==> src/rtl/relu_pkg.sv <==
// Shared types and sizing helpers for the ReLU stream controller.
// The optional RELU_CTRL_PERF_EN build adds a busy-cycle counter to the top.
package relu_pkg;

  localparam int BUS_NUM_DEF          = 8;
  localparam int FIXED_DATA_WIDTH_DEF = 8;
  localparam int MEM_DEPTH_DEF        = 512;

  typedef enum logic [1:0] {
    IDLE  = 2'd0,
    RUN   = 2'd1,
    DRAIN = 2'd2,
    FIN   = 2'd3
  } state_t;

  function automatic int addr_width(input int depth);
    return (depth > 1) ? $clog2(depth) : 1;
  endfunction

  function automatic int word_width(input int lanes, input int lane_w);
    return lanes * lane_w;
  endfunction

endpackage

==> src/rtl/relu_addr_gen.sv <==
// Job address/count generator: latches a base on load, counts beats on adv,
// and presents base+count wrapped modulo MEM_DEPTH.
module relu_addr_gen
  import relu_pkg::*;
#(
  parameter  int MEM_DEPTH  = MEM_DEPTH_DEF,
  localparam int ADDR_WIDTH = addr_width(MEM_DEPTH)
) (
  input  logic                  clk,
  input  logic                  rst_n,
  input  logic                  load,
  input  logic                  adv,
  input  logic [ADDR_WIDTH-1:0] base,
  output logic [ADDR_WIDTH-1:0] addr,
  output logic [ADDR_WIDTH:0]   cnt
);

  logic [ADDR_WIDTH-1:0] base_q;
  logic [ADDR_WIDTH+1:0] sum;
  logic [1:0]            unused_sum_hi;

  always_ff @(posedge clk or negedge rst_n) begin
    if (!rst_n) begin
      base_q <= '0;
      cnt    <= '0;
    end else if (load) begin
      base_q <= base;
      cnt    <= '0;
    end else if (adv) begin
      cnt    <= cnt + (ADDR_WIDTH+1)'(1);
    end
  end

  // Single conditional subtract suffices: base < MEM_DEPTH and cnt < MEM_DEPTH.
  always_comb begin
    sum = {2'b00, base_q} + {1'b0, cnt};
    if (sum >= (ADDR_WIDTH+2)'(MEM_DEPTH))
      sum = sum - (ADDR_WIDTH+2)'(MEM_DEPTH);
  end

  assign addr          = sum[ADDR_WIDTH-1:0];
  assign unused_sum_hi = sum[ADDR_WIDTH+1:ADDR_WIDTH];

endmodule

==> src/rtl/relu_stream_ctrl.sv <==
// Streams len words from src_base through an external ReLU array into dst_base.
// Define RELU_CTRL_PERF_EN to add the perf_cycles busy-cycle counter output.
module relu_stream_ctrl
  import relu_pkg::*;
#(
  parameter  int BUS_NUM          = BUS_NUM_DEF,
  parameter  int FIXED_DATA_WIDTH = FIXED_DATA_WIDTH_DEF,
  parameter  int MEM_DEPTH        = MEM_DEPTH_DEF,
  localparam int ADDR_WIDTH       = addr_width(MEM_DEPTH),
  localparam int DW               = word_width(BUS_NUM, FIXED_DATA_WIDTH)
) (
  input  logic                  clk,
  input  logic                  rst_n,
  input  logic                  start,
  input  logic [ADDR_WIDTH-1:0] src_base,
  input  logic [ADDR_WIDTH-1:0] dst_base,
  input  logic [ADDR_WIDTH:0]   len,
  output logic                  busy,
  output logic                  done,
  output logic                  err,
  output logic                  mem_rd_en,
  output logic [ADDR_WIDTH-1:0] mem_rd_addr,
  input  logic [DW-1:0]         mem_rd_data,
  output logic [DW-1:0]         relu_in_data,
  output logic [BUS_NUM-1:0]    relu_in_vld,
  input  logic [DW-1:0]         relu_out_data,
  input  logic [BUS_NUM-1:0]    relu_out_vld,
`ifdef RELU_CTRL_PERF_EN
  output logic [31:0]           perf_cycles,
`endif
  output logic                  mem_wr_en,
  output logic [ADDR_WIDTH-1:0] mem_wr_addr,
  output logic [DW-1:0]         mem_wr_data
);

  state_t                state, state_nx;
  logic [ADDR_WIDTH:0]   len_q;
  logic [ADDR_WIDTH:0]   rd_cnt, wr_cnt, wr_cnt_nx;
  logic                  accept, rd_en, rd_vld_q, beat, wr_ok;

  assign busy      = (state != IDLE);
  assign accept    = start && (state == IDLE);
  assign rd_en     = (state == RUN) && (rd_cnt != len_q);
  // Any lane valid consumes a write slot; only a full-width beat is written.
  assign beat      = busy && (|relu_out_vld);
  assign wr_ok     = busy && (&relu_out_vld);
  assign wr_cnt_nx = wr_cnt + (ADDR_WIDTH+1)'(beat);

  relu_addr_gen #(.MEM_DEPTH(MEM_DEPTH)) u_rd_gen (
    .clk   (clk),
    .rst_n (rst_n),
    .load  (accept),
    .adv   (rd_en),
    .base  (src_base),
    .addr  (mem_rd_addr),
    .cnt   (rd_cnt)
  );

  relu_addr_gen #(.MEM_DEPTH(MEM_DEPTH)) u_wr_gen (
    .clk   (clk),
    .rst_n (rst_n),
    .load  (accept),
    .adv   (beat),
    .base  (dst_base),
    .addr  (mem_wr_addr),
    .cnt   (wr_cnt)
  );

  always_ff @(posedge clk or negedge rst_n) begin
    if (!rst_n) begin
      state    <= IDLE;
      len_q    <= '0;
      rd_vld_q <= 1'b0;
      err      <= 1'b0;
    end else begin
      state    <= state_nx;
      rd_vld_q <= rd_en;
      if (accept) begin
        len_q <= len;
        err   <= 1'b0;
      end else if (beat && !wr_ok) begin
        err   <= 1'b1;
      end
    end
  end

  // A zero-length job passes through RUN for one cycle with no reads.
  always_comb begin
    state_nx = state;
    case (state)
      IDLE:    if (accept) state_nx = RUN;
      RUN: begin
        if (len_q == '0)
          state_nx = FIN;
        else if (rd_cnt == len_q - (ADDR_WIDTH+1)'(1))
          state_nx = DRAIN;
      end
      DRAIN:   if (wr_cnt_nx == len_q) state_nx = FIN;
      FIN:     state_nx = IDLE;
      default: state_nx = IDLE;
    endcase
  end

  assign done         = (state == FIN);
  assign mem_rd_en    = rd_en;
  assign relu_in_vld  = {BUS_NUM{rd_vld_q}};
  assign relu_in_data = rd_vld_q ? mem_rd_data : '0;
  assign mem_wr_en    = wr_ok;
  assign mem_wr_data  = wr_ok ? relu_out_data : '0;

`ifdef RELU_CTRL_PERF_EN
  always_ff @(posedge clk or negedge rst_n) begin
    if (!rst_n)
      perf_cycles <= '0;
    else if (accept)
      perf_cycles <= '0;
    else if (busy)
      perf_cycles <= perf_cycles + 32'd1;
  end
`endif

endmodule

==> config.mk <==
export PLATFORM = sky130hd
export DESIGN_NAME = relu_stream_ctrl
export DESIGN_NICKNAME = d
export VERILOG_FILES = /design/src/rtl/relu_pkg.sv /design/src/rtl/relu_addr_gen.sv /design/src/rtl/relu_stream_ctrl.sv
export SDC_FILE = /design/constraint.sdc
export NUM_CORES = 1
export LEC_CHECK = 0
export BUFFER_PORTS_ARGS = -buffer_cell sky130_fd_sc_hd__buf_2
export CAP_MARGIN = 20
export CELL_PAD_IN_SITES_DETAIL_PLACEMENT = 1
export CELL_PAD_IN_SITES_GLOBAL_PLACEMENT = 1
export CORE_MARGIN = 4
export CORE_UTILIZATION = 31
export DETAILED_ROUTE_END_ITERATION = 10
export GPL_ROUTABILITY_DRIVEN = 0
export PLACE_DENSITY_LB_ADDON = 0.05
export SETUP_SLACK_MARGIN = 0.02
export SLEW_MARGIN = 25
export SYNTH_ARGS = -nofsm -noshare
export SYNTH_HDL_FRONTEND = slang
export SYNTH_HIERARCHICAL = 1
export SYNTH_SLANG_ARGS = --single-unit
==> constraint.sdc <==
create_clock -name clk -period 5.31 [get_ports clk]
set_input_delay 0.7965 -clock clk [delete_from_list [all_inputs] [get_ports clk]]
set_output_delay 0.7965 -clock clk [all_outputs]
set_load 0.02 [all_outputs]
# After elaboration in Yosys (flattened, before gate mapping)
# Cells that the tools add are included.
dict set report op_classes {
  order_cmp 2
  eq_ne 9
  n_mux 15
  reduce_logical 15
  addsub 8
}
# operator count
set ops {}
lappend ops {{2-to-1 mux 64 bit} 2}
lappend ops {{2-to-1 mux 10 bit} 4}
lappend ops {{adder 9 x 10 -> 11 bit} 2}
lappend ops {{greater-or-equal comparator 11 x 10 -> 1 bit (second input constant)} 2}
lappend ops {{adder 10 x 1 -> 10 bit (second input constant)} 2}
lappend ops {{equality test 10 bit} 2}
lappend ops {{2-to-1 mux 9 bit} 2}
lappend ops {{subtractor 9 x 1 -> 9 bit (second input constant)} 2}
lappend ops {{adder 10 x 1 -> 10 bit} 1}
lappend ops {{zero test 10 bit} 1}
lappend ops {{!= test 10 bit} 1}
lappend ops {{subtractor 10 x 1 -> 10 bit (second input constant)} 1}
lappend ops {{2-to-1 mux 2 bit} 4}
lappend ops {{case mux 2 bit (4 select lines)} 1}
lappend ops {{AND reduction 8 bit} 1}
lappend ops {{nonzero test 2 bit} 4}
lappend ops {{OR reduction 8 bit} 1}
lappend ops {{logical AND 1 bit} 5}
lappend ops {{equality test 2 bit (second input constant)} 2}
lappend ops {{!= test 2 bit (second input constant)} 2}
lappend ops {{!= test 3 x 1 -> 1 bit (second input constant)} 1}
lappend ops {{AND reduction 3 bit} 1}
lappend ops {{equality test 2 x 1 -> 1 bit (second input constant)} 1}
lappend ops {{zero test 2 bit} 1}
lappend ops {{2 further kinds} 3}
dict set report totals {
  reg_bits 52
  word_cells 57
  inputBits 167
}

# Logic depth before layout (Yosys ltp)
# Gate-level depths: netlist of run 1.
dict set report depth {
  depth_word 6
  depth_mapped 11
}

# Modules after synthesis
# The synthesis of run 1 kept the hierarchy.
# module area_each_um2 seq_area_each_um2 cells_each n_inst
set by_module_without_submodules {}
lappend by_module_without_submodules {relu_stream_ctrl 2312.2 350.3 303 1}
lappend by_module_without_submodules {relu_addr_gen 1132.3 475.5 102 2}

# Worst setup path after synthesis of run 1
# Ideal clock, no wire load.
dict set report synth_path {
  path_type {input port to flip-flop}
  from {input relu_out_vld[6]}
  to {register state[1]}
  setup_ns 0.125
  arrival_time_ns 2.987
  n_path_buf 0
  slack_ns 2.198
  path_stages 10
  required_ns 5.185
  path_cell_list {nor4_1 a21oi_1 ha_1 ha_1 nand3_1 or4b_2 a31oi_1 o221a_2 o221ai_2 mux2_4}
}
dict set report synth_between {
  elab_chain_cells 6
}
# item line
set synth_lines {}
lappend synth_lines {{start, declared} relu_stream_ctrl.sv:27} ;# input logic [BUS_NUM-1:0] relu_out_vld,
lappend synth_lines {{OR reduction 8 bit} relu_stream_ctrl.sv:45} ;# assign beat = busy && (|relu_out_vld);
lappend synth_lines {{logical AND 1 bit} relu_stream_ctrl.sv:45}
lappend synth_lines {{named net beat} relu_stream_ctrl.sv:39} ;# logic accept, rd_en, rd_vld_q, beat, wr_ok;
lappend synth_lines {{adder 10 x 1 -> 10 bit} relu_stream_ctrl.sv:47} ;# assign wr_cnt_nx = wr_cnt + (ADDR_WIDTH+1)'(beat);
lappend synth_lines {{equality test 10 bit} relu_stream_ctrl.sv:98} ;# DRAIN: if (wr_cnt_nx == len_q) state_nx = FIN;
lappend synth_lines {{!= test 2 bit (no source line)} -}
lappend synth_lines {{AND reduction 3 bit (no source line)} -}
lappend synth_lines {{end signal, assigned} relu_stream_ctrl.sv:76} ;# state <= state_nx;
lappend synth_lines {{end, declared} relu_stream_ctrl.sv:36} ;# state_t state, state_nx;
# The timed path passes the listed nets, and every way through them passes these cells.
# A chain may end at the register's enable or synchronous reset.

# Worst setup path after layout of run 1
dict set report layout_path {
  from {register state[0]}
  to {register state[1]}
}
dict set report layout_between {
  elab_chain_cells 6
  word_cells_on_any_way 14
  classes_between {1 x add/sub; 7 x eq/ne; 1 x mux; 5 x reduce/logical}
}
# item line
set layout_lines {}
lappend layout_lines {{nonzero test 2 bit} relu_stream_ctrl.sv:41} ;# assign busy = (state != IDLE);
lappend layout_lines {{logical AND 1 bit} relu_stream_ctrl.sv:45}
lappend layout_lines {{named net beat} relu_stream_ctrl.sv:39}
lappend layout_lines {{adder 10 x 1 -> 10 bit} relu_stream_ctrl.sv:47}
lappend layout_lines {{equality test 10 bit} relu_stream_ctrl.sv:98}
lappend layout_lines {{!= test 2 bit (no source line)} -}
lappend layout_lines {{AND reduction 3 bit (no source line)} -}
# The timed path passes the listed nets, and every way through them passes these cells.

==> results of run 1 <==
[metal layers]
metal / vias to the layer above / global-route usage [%] / routed length (microns)
met5: - / 0 / 0
met4: 0 / 3.91 / 198
met3: 15 / 4.12 / 1370
met2: 213 / 38.1 / 9100
met1: 2323 / 21.9 / 6670
li1: 2327 / - / -
[path summary, 6_finish.rpt]
check	endpoint	slack (ns)	start	cells past startpoint
max in group asynchronous	rd_vld_q	4.22	rst_n	2
max	state[1]	1.52	state[0]	11
max reg2reg	state[1]	1.52	state[0]	11
min reg2reg	err	0.49	err	2
min	err	0.49	err	2
min in group asynchronous	u_rd_gen/base_q[6]	0.62	rst_n	2
[Yosys cell counts (2+ instances only)]
master and n:
sky130_fd_sc_hd__a211oi_1 2, sky130_fd_sc_hd__a211oi_2 2, sky130_fd_sc_hd__a21o_1 5, sky130_fd_sc_hd__a21oi_1 13, sky130_fd_sc_hd__a31oi_1 4, sky130_fd_sc_hd__and2_1 130, sky130_fd_sc_hd__and3_1 2, sky130_fd_sc_hd__and3b_1 2
sky130_fd_sc_hd__and4_2 2, sky130_fd_sc_hd__buf_2 3, sky130_fd_sc_hd__buf_4 8, sky130_fd_sc_hd__buf_6 4, sky130_fd_sc_hd__clkbuf_1 20, sky130_fd_sc_hd__dfrtp_1 52, sky130_fd_sc_hd__fa_1 2, sky130_fd_sc_hd__ha_1 26
sky130_fd_sc_hd__inv_1 8, sky130_fd_sc_hd__mux2_2 26, sky130_fd_sc_hd__mux2i_1 4, sky130_fd_sc_hd__nand2_1 20, sky130_fd_sc_hd__nand2b_1 4, sky130_fd_sc_hd__nand3_1 13, sky130_fd_sc_hd__nand3b_1 2, sky130_fd_sc_hd__nand4_1 11
sky130_fd_sc_hd__nand4_2 2, sky130_fd_sc_hd__nor2_1 21, sky130_fd_sc_hd__nor3_1 8, sky130_fd_sc_hd__nor4_1 5, sky130_fd_sc_hd__o211ai_1 2, sky130_fd_sc_hd__o21ai_0 9, sky130_fd_sc_hd__o21ai_1 4, sky130_fd_sc_hd__o311a_1 2
sky130_fd_sc_hd__o31ai_1 3, sky130_fd_sc_hd__o31ai_2 2, sky130_fd_sc_hd__or3_1 2, sky130_fd_sc_hd__or4_1 2, sky130_fd_sc_hd__xnor2_1 27, sky130_fd_sc_hd__xor2_1 31
[registers in the layout (all words and copies together), names as in the netlist]
name / cells
state: 2
rd_vld_q: 1
u_wr_gen/cnt: 10
err: 1
u_wr_gen/base_q: 9
u_rd_gen/cnt: 10
len_q: 10
u_rd_gen/base_q: 9
[worst max-delay path: stages (launching register included)]
cell and delay [ns]:
sky130_fd_sc_hd__dfrtp_1 0.40, sky130_fd_sc_hd__inv_1 0.12, sky130_fd_sc_hd__ha_1 0.29, sky130_fd_sc_hd__a21oi_1 0.67, sky130_fd_sc_hd__ha_1 0.35, sky130_fd_sc_hd__ha_1 0.21
sky130_fd_sc_hd__nand3_1 0.13, sky130_fd_sc_hd__or4b_2 0.64, sky130_fd_sc_hd__a31oi_1 0.20, sky130_fd_sc_hd__o221a_2 0.22, sky130_fd_sc_hd__o221ai_2 0.11, sky130_fd_sc_hd__mux2_4 0.32
[cells by family after synthesis]
logic type / synth area share [%]
buffers and inverters: 4.92
AO/OA/AOI/OAI: 8.91
AND/OR/NAND/NOR: 31.1
adder cells (fa/ha/maj): 7.98
XOR/XNOR: 11.1
multiplexers: 7.60
flip-flops: 28.4
[layout make-up]
class	instances	area, sq um
Inverter	8	30.0
Fill cell	1831	8060
Multi-Input combinational cell	412	3060
Timing Repair Buffer	329	1660
Tap cell	184	230
Clock inverter	2	16.3
Sequential cell	52	1300
Clock buffer	6	129
[report_power, final]
| group | switching, mW | total [mW] | internal [mW] |
|---|---|---|---|
| Combinational | 1.22 | 2.09 | 0.867 |
| Clock | 0.152 | 0.328 | 0.176 |
| Sequential | 0.248 | 0.796 | 0.548 |
==> implementation parameters, run 1 <==
Parameter                              Value

Floorplanning
  Boundary pin count    326
  Placeable core area    roughly 14000 sq um
  Die boundary height    between 100 and 150 microns
  Count of standard-cell rows    44
  Die extent in x    ~130 microns
  Effective utilization at floorplan    a little under a third
  Die footprint    between 15000 and 20000 sq um

Drt
  Mean number of vias per cell    roughly 5
  Final routed wire length divided by cell count    roughly 17 microns
  Starting DRT DRC Count    around 160
  Final Routed Wirelength    approximately 17 mm
  Antenna-violating nets left    0
  Count of vias placed by the detailed router    roughly 5000
  First-pass DRT Iterations    4
  Residual DRC    0

Clock network
  Clock tree sinks    52
  CTS tree    built
  Setup bufs post-CTS    0
  Clk buf depth    2
  Resized cells post-CTS    0
  CTS Buf Count    5
  CTS H-tree depth    2
  Number of buffers added to fix hold violations after cts    0
  Insertion delay to the later sink of the worst-skew pair    0.29 ns
  Clock tree root driver cell    sky130_fd_sc_hd__clkbuf_16
  Clock edge transition at the registers on the reported setup and hold paths    ~0.07 ns

Timing
  Shortest period the worst path allows    ~3.8 ns
  Final setup violating endpoints    0
  Final period utilization    slightly above 70%
  Total count of max-transition violations in the final report    0
  Post-Route Setup TNS    0 ns
  Slew of the pin with the lowest slew margin    ~0.88 ns
  Final-report hold violation count    0
  Maximum clock skew at final layout    0.00831 ns
  Tightest hold margin    about 0.5 ns
  Relative slew slack    40.9%
  Achievable clock frequency    264 MHz
  Crit path setup slack, layout    about 1.5 ns
  Setup repair after global routing missed its margin    no

Power
  Leakage power total    around 3.5 nW
  Post-route total power    around 3.2 mW
  PwrDens    roughly 500 nW/um^2
  Maximum vdd drop    about 0.18 mV

Placement
  Worst setup timing slack at the placement stage    1.40 ns
  Half-perimeter wire length after detailed placement    14.4 mm
  Number of port buffers    about 330
  Cells after DPL    about 990
  Post-detailed-placement cell area    around 6300 sq um

Yosys
  Share of synthesized registers carrying an async set or reset    100%
  Number of unique standard cell types used by synthesis    60
  Area leader, netlist    sky130_fd_sc_hd__dfrtp_1
  Synth Warn #    6
  Top cell type's share of synthesized area    between 20% and 30%
  Ys flop type    sky130_fd_sc_hd__dfrtp_1
  Syn_nets    about 700
  Post-synth EDFFs    0
  Cell Area, Synth    ~4600 sq um
  Top cells by area in the synthesized netlist    sky130_fd_sc_hd__dfrtp_1 (28%), sky130_fd_sc_hd__and2_1 (18%), sky130_fd_sc_hd__ha_1 (7.1%)
  Average size of a mapped cell    ~9 sq um
  Synth Register Bits    between 50 and 60
  Number of instances in the synthesized netlist    507
  Sequential cell area fraction in the yosys report    approximately 28%

Setup path
  Critical setup path kind    flip-flop to flip-flop
  Critical path peak fanout    9
  Data required time of the critical path    5.49 ns
  Category of the worst setup path launch point    flip-flop
  Setup crit end kind    flip-flop
  Endpoint arrival time on the critical path    between 3 and 4 ns

Global routing
  Initial antenna violation count    1
  Total global routing track utilization    between 10% and 20%
  Final global-route overflow total    0
  Global-route wire length before repair    26.4 mm
  Largest net degree at the start of global routing    73
  Via count of the first global-routing pass    5262

Cells and area
  Final cell count without fillers    about 990
  Final core utilization    between 40 and 50%
  Most frequent standard cell in the layout excluding fill and tap cells    sky130_fd_sc_hd__buf_2
  Area grow syn2layout    40.3%
  Final #Nets    around 1000
  Leading cell types in the layout, fill and taps excluded    sky130_fd_sc_hd__buf_2 (325), sky130_fd_sc_hd__and2_1 (130), sky130_fd_sc_hd__dfrtp_1 (52)
  Layout cell share with drive strength beyond 1    between 40% and 50%
  Final instance area    between 6000 and 7000 sq um
  Number of antenna cells inserted    0

Min path
  Hold WC Path Type    flip-flop to flip-flop

Flow run
  Max-capacitance violation count    0

Run status
  Run status    finished clean
No activity file was read; power rests on OpenSTA's default activity.
==> inputs of run 2 (changes only) <==
- ABC_AREA: default -> 1
- CORE_UTILIZATION: 31 -> 27
- clock period: 5.31 -> 3.85 ns (I/O delays scaled with it)
==> implementation parameters, run 2 <==
Parameter                              Value

Run status
  Run status    finished clean

Placement
  Number of port buffers    approximately 330
  Cells after DPL    1367
  Half-perimeter wire length after detailed placement    around 19 mm
  Post-detailed-placement cell area    between 6000 and 7000 sq um
  Worst setup timing slack at the placement stage    between 0.8 and 0.9 ns

Clock network
  Clock edge transition at the registers on the reported setup and hold paths    roughly 0.07 ns
  CTS tree    built
  Setup bufs post-CTS    0
  Clk buf depth    2
  Clock tree sinks    52
  CTS H-tree depth    2
  CTS Buf Count    5
  Insertion delay to the later sink of the worst-skew pair    around 0.30 ns
  Clock tree root driver cell    sky130_fd_sc_hd__clkbuf_16

Setup path
  Critical path peak fanout    65
  Setup crit end kind    primary output
  Category of the worst setup path launch point    flip-flop
  Endpoint arrival time on the critical path    roughly 2.6 ns
  Data required time of the critical path    approximately 3.3 ns
  Critical setup path kind    flip-flop to primary output

Timing
  Achievable clock frequency    about 320 MHz
  Final-report hold violation count    0
  Crit path setup slack, layout    around 0.68 ns
  Tightest hold margin    ~0.39 ns
  Setup repair after global routing missed its margin    no
  Maximum clock skew at final layout    roughly 0.0066 ns
  Relative slew slack    between 30% and 40%
  Final setup violating endpoints    0
  Total count of max-transition violations in the final report    0
  Post-Route Setup TNS    0 ns
  Shortest period the worst path allows    roughly 3.2 ns
  Slew of the pin with the lowest slew margin    between 0.9 and 1 ns
  Final period utilization    82.3%

Cells and area
  Final instance area    about 6900 sq um
  Area grow syn2layout    39.6%
  Most frequent standard cell in the layout excluding fill and tap cells    sky130_fd_sc_hd__buf_2
  Final cell count without fillers    between 1000 and 1500
  Layout cell share with drive strength beyond 1    a little under a third
  Final #Nets    around 1300
  Final core utilization    between 30% and 40%
  Biggest regs    len_q: 10 flops, u_rd_gen/cnt: 10 flops, u_wr_gen/cnt: 10 flops
  Leading cell types in the layout, fill and taps excluded    sky130_fd_sc_hd__buf_2 (325), sky130_fd_sc_hd__nand2_1 (271), sky130_fd_sc_hd__inv_1 (195)

Yosys
  Top cells by area in the synthesized netlist    sky130_fd_sc_hd__dfrtp_1 (26%), sky130_fd_sc_hd__nand2_1 (21%), sky130_fd_sc_hd__inv_1 (15%)
  Ys flop type    sky130_fd_sc_hd__dfrtp_1
  Area leader, netlist    sky130_fd_sc_hd__dfrtp_1
  Share of synthesized registers carrying an async set or reset    between 90% and 100%
  Syn_nets    1032
  Top-count cell post-synth    sky130_fd_sc_hd__nand2_1
  Cell Area, Synth    4940 sq um
  Top cells by instance count after synthesis    sky130_fd_sc_hd__nand2_1 (271), sky130_fd_sc_hd__inv_1 (195), sky130_fd_sc_hd__nor2_1 (103)
  Number of unique standard cell types used by synthesis    30
  Sequential cell area fraction in the yosys report    26.3%
  Synth Register Bits    52
  Post-synth EDFFs    0
  Average size of a mapped cell    5.90 sq um
  Number of instances in the synthesized netlist    about 840
  Synth Warn #    6
  Top cell type's share of synthesized area    about a quarter

Drt
  Residual DRC    0
  Mean number of vias per cell    about 4.2
  Count of vias placed by the detailed router    between 5000 and 6000
  Final Routed Wirelength    ~22 mm
  Antenna-violating nets left    0
  First-pass DRT Iterations    4
  Starting DRT DRC Count    154
  Final routed wire length divided by cell count    between 15 and 20 microns

Floorplanning
  Die extent in x    approximately 140 microns
  Placeable core area    approximately 18000 sq um
  Boundary pin count    326
  Effective utilization at floorplan    a little over a quarter
  Die boundary height    143 microns
  Count of standard-cell rows    between 40 and 50
  Die footprint    between 20000 and 25000 sq um

Global routing
  Global-route wire length before repair    about 33 mm
  Final global-route overflow total    0
  Largest net degree at the start of global routing    66
  Via count of the first global-routing pass    a little under 6000
  Initial antenna violation count    4
  Total global routing track utilization    between 20% and 30%

Flow run
  Max-capacitance violation count    0

Power
  Maximum vdd drop    about 0.3 mV
  PwrDens    606 nW/um^2
  Leakage power total    between 4 and 5 nW
  Post-route total power    4.18 mW

Min path
  Hold WC Path Type    input port to asynchronous set/reset pin
-- run 2: cell types whose count changed after synthesis, moves of 25 or more --
cell	previous run	this run
sky130_fd_sc_hd__and2_1	130	0
sky130_fd_sc_hd__inv_1	8	195
sky130_fd_sc_hd__nor2_1	21	103
sky130_fd_sc_hd__nand2_1	20	271
sky130_fd_sc_hd__nand3_1	13	38
sky130_fd_sc_hd__mux2_2	26	0
-- run 2: final timing paths --
check,slack [ns],to,from,cells past startpoint
max reg2reg,1.06,state[1],state[0],16
min reg2reg,0.48,u_wr_gen/base_q[4],u_wr_gen/base_q[4],2
min in group clk,0.47,u_wr_gen/base_q[0],dst_base[0],3
max in group asynchronous,2.67,state[0],rst_n,2
max,0.68,mem_wr_data[27],state[0],10
min,0.39,u_rd_gen/base_q[3],rst_n,1
-- run 2: timing repair --
action,in CTS,in global routing
hold buffers,0,0
resized for setup,0,1
endpoints found under the setup margin,0,64
-- run 2: metal layers --
metal	GRT usage, %	part of all wire, %	vias to the layer above
met5	0	0.12	-
met4	4.16	1.7	4
met3	4.09	6.6	21
met2	33.7	47	153
met1	27.4	45	2587
li1	-	-	3065
-- run 2: final cells by class --
type / count / area [sq um]
Sequential cell: 52 / 1300
Antenna cell: 2 / 5.00
Fill cell: 2515 / 11100
Clock buffer: 5 / 125
Multi-Input combinational cell: 555 / 2730
Clock inverter: 3 / 21.3
Timing Repair Buffer: 330 / 1660
Tap cell: 229 / 287
Inverter: 201 / 757
-- run 2: critical path, cell delays in order, from the launching register on --
cell	delay, ns
sky130_fd_sc_hd__dfrtp_1	0.43
sky130_fd_sc_hd__inv_1	0.12
sky130_fd_sc_hd__ha_1	0.26
sky130_fd_sc_hd__inv_2	0.08
sky130_fd_sc_hd__nand2_1	0.05
sky130_fd_sc_hd__nor2_1	0.09
sky130_fd_sc_hd__nand3_1	0.09
sky130_fd_sc_hd__nor4_2	0.36
sky130_fd_sc_hd__inv_4	0.34
sky130_fd_sc_hd__nor2_1	0.25
sky130_fd_sc_hd__buf_2	0.21
-- run 2: logic make-up after synthesis --
kind of cell / Yosys count / share of synthesized area, %
buf+inv: 230 / 18.3
fa+ha+maj: 28 / 7.40
xor+xnor: 27 / 4.79
simple gates: 449 / 37.7
compound gates: 51 / 5.47
flops: 52 / 26.3
-- run 2: power breakdown --
group / internal [mW] / total (mW) / switching, mW
logic: 0.924 / 2.64 / 1.72
registers: 0.742 / 1.07 / 0.326
clock network: 0.243 / 0.466 / 0.223
total: 1.91 / 4.18 / 2.27
==> inputs of run 3 (changes only) <==
- clock period: 3.85 -> 2.95 ns (I/O delays scaled with it)
==> implementation parameters, run 3 (synthesis gave the netlist of run 2 again) <==
Parameter                              Value

Setup path
  Ordered list of cells on the worst path    inv_1, ha_1, inv_2, nand2_1, nor2_1, nand3_1, nor4_4, bufinv_16, nor2_1, buf_2
  Critical-path top delay cell    sky130_fd_sc_hd__dfrtp_1
  Critical path peak fanout    65
  Most Frequent Cell on Critical Path    sky130_fd_sc_hd__nor2_1
  Critical setup path kind    flip-flop to primary output
  Setup crit end kind    primary output
  Crit path largest cell delay    between 0.4 and 0.5 ns
  Category of the worst setup path launch point    flip-flop
  Sum of buffers and inverters on the critical path    4
  Data required time of the critical path    approximately 2.5 ns
  Crit-path leading delay family    buffers and inverters
  Endpoint arrival time on the critical path    approximately 2.3 ns

Global routing
  Global-route wire length before repair    32.4 mm
  Total global routing track utilization    between 20 and 25%
  Final global-route overflow total    0
  Initial antenna violation count    2
  Via count of the first global-routing pass    around 5800
  Largest net degree at the start of global routing    66

Placement
  Number of port buffers    around 330
  Post-detailed-placement cell area    between 6000 and 7000 sq um
  Half-perimeter wire length after detailed placement    18.9 mm
  Worst setup timing slack at the placement stage    ~0.17 ns

Timing
  Tightest hold margin    between 0.06 and 0.07 ns
  Slew of the pin with the lowest slew margin    0.593 ns
  Shortest period the worst path allows    between 2 and 3 ns
  Final period utilization    between 90% and 100%
  Total count of max-transition violations in the final report    0
  Final setup violating endpoints    0
  Final-report hold violation count    0
  Maximum clock skew at final layout    between 0.006 and 0.007 ns
  Relative slew slack    around three fifths
  Crit path setup slack, layout    ~0.19 ns
  Post-Route Setup TNS    0 ns
  Achievable clock frequency    between 300 and 400 MHz
  Setup repair after global routing missed its margin    no

Cells and area
  Leading cell types in the layout, fill and taps excluded    sky130_fd_sc_hd__buf_2 (325), sky130_fd_sc_hd__nand2_1 (271), sky130_fd_sc_hd__inv_1 (195)
  Layout cell share with drive strength beyond 1    a little under a third
  Final #Nets    between 1000 and 1500
  Biggest regs    len_q: 10 flops, u_rd_gen/cnt: 10 flops, u_wr_gen/cnt: 10 flops
  Area grow syn2layout    41.8%
  Final core utilization    between 30 and 40%
  Most frequent standard cell in the layout excluding fill and tap cells    sky130_fd_sc_hd__buf_2
  Final instance area    7000 sq um

Clock network
  Clock edge transition at the registers on the reported setup and hold paths    0.07 ns
  Clock tree root driver cell    sky130_fd_sc_hd__clkbuf_16
  CTS H-tree depth    2
  Insertion delay to the later sink of the worst-skew pair    approximately 0.3 ns
  Clock tree sinks    52
  Clk buf depth    2
  CTS Buf Count    5
  CTS tree    built
  Setup bufs post-CTS    0

Drt
  Count of vias placed by the detailed router    around 6000
  Final Routed Wirelength    about 22 mm
  First-pass DRT Iterations    4
  Starting DRT DRC Count    192
  Residual DRC    0
  Antenna-violating nets left    0
  Final routed wire length divided by cell count    15.7 microns
  Mean number of vias per cell    approximately 4.3

Floorplanning
  Effective utilization at floorplan    a little over a quarter
  Placeable core area    roughly 18000 sq um
  Die boundary height    143 microns
  Die extent in x    143 microns
  Die footprint    roughly 20000 sq um
  Boundary pin count    ~330
  Count of standard-cell rows    49

Flow run
  Max-capacitance violation count    0

Power
  Leakage power total    ~4.9 nW
  PwrDens    about 800 nW/um^2
  Maximum vdd drop    between 0.5 and 0.6 mV

Min path
  Hold WC Path Type    input port to asynchronous set/reset pin

Run status
  Run status    finished clean
-- run 3: where the power goes --
part	switching, mW	total (mW)	internal (mW)
sequential	0.395	1.36	0.970
combinational	2.31	3.54	1.23
clock	0.280	0.705	0.426
total	2.99	5.61	2.62
-- run 3: worst reg2reg max path, cell delays in order (launching register included) --
cell and delay [ns]:
sky130_fd_sc_hd__dfrtp_1 0.42, sky130_fd_sc_hd__inv_1 0.12, sky130_fd_sc_hd__ha_1 0.26, sky130_fd_sc_hd__a21oi_2 0.21, sky130_fd_sc_hd__ha_1 0.23, sky130_fd_sc_hd__ha_1 0.20, sky130_fd_sc_hd__nand3_1 0.13, sky130_fd_sc_hd__o21ai_0 0.26
sky130_fd_sc_hd__nand2_1 0.08, sky130_fd_sc_hd__nand2_1 0.06, sky130_fd_sc_hd__nand3_1 0.06, sky130_fd_sc_hd__nor2_1 0.09, sky130_fd_sc_hd__nand2_1 0.06, sky130_fd_sc_hd__nand2_1 0.11, sky130_fd_sc_hd__nand3_2 0.09, sky130_fd_sc_hd__nand2_1 0.07
sky130_fd_sc_hd__nand2_1 0.05
-- run 3: final cells by class --
type,instances,area (sq um)
fillers,2535,11000
multi-input cells,555,2750
repair buffers,335,1700
flip-flops and latches,52,1300
inverters,201,781
well taps,229,287
clock buffers,6,139
clock inverters,2,38.8
diodes,3,7.51
-- run 3: layer usage --
metal / vias to the layer above / track usage [%] / share of wire, %
met2: 140 / 33.8 / 47
met3: 15 / 3.55 / 5.6
li1: 3076 / - / -
met5: - / 0 / 0
met1: 2682 / 27.2 / 46
met4: 0 / 4.76 / 1.7
-- run 3: worst paths after layout --
check | cells past startpoint | end | startpoint | slack (ns)
max | 10 | mem_wr_data[50] | state[0] | 0.19
min | 1 | u_rd_gen/base_q[7] | rst_n | 0.07
max reg2reg | 16 | state[1] | state[0] | 0.37
min reg2reg | 2 | u_wr_gen/base_q[6] | u_wr_gen/base_q[6] | 0.48
max in group asynchronous | 2 | u_wr_gen/cnt[8] | rst_n | 2.27
min in group clk | 3 | u_wr_gen/base_q[1] | dst_base[1] | 0.34
-- run 3: stage by stage --
step | instances | total power, mW
final | 1383 | 5.61
after global routing | 1382 | 6.18
after floorplan | 837 | 3.77
after global placement | 1372 | 4.94
after detailed placement | 1372 | 4.97
after CTS | 1380 | 5.71
-- run 3: repair_timing --
action	CTS	global route
hold buffers	0	0
gates resized for setup	3	4
setup endpoints to repair	64	8
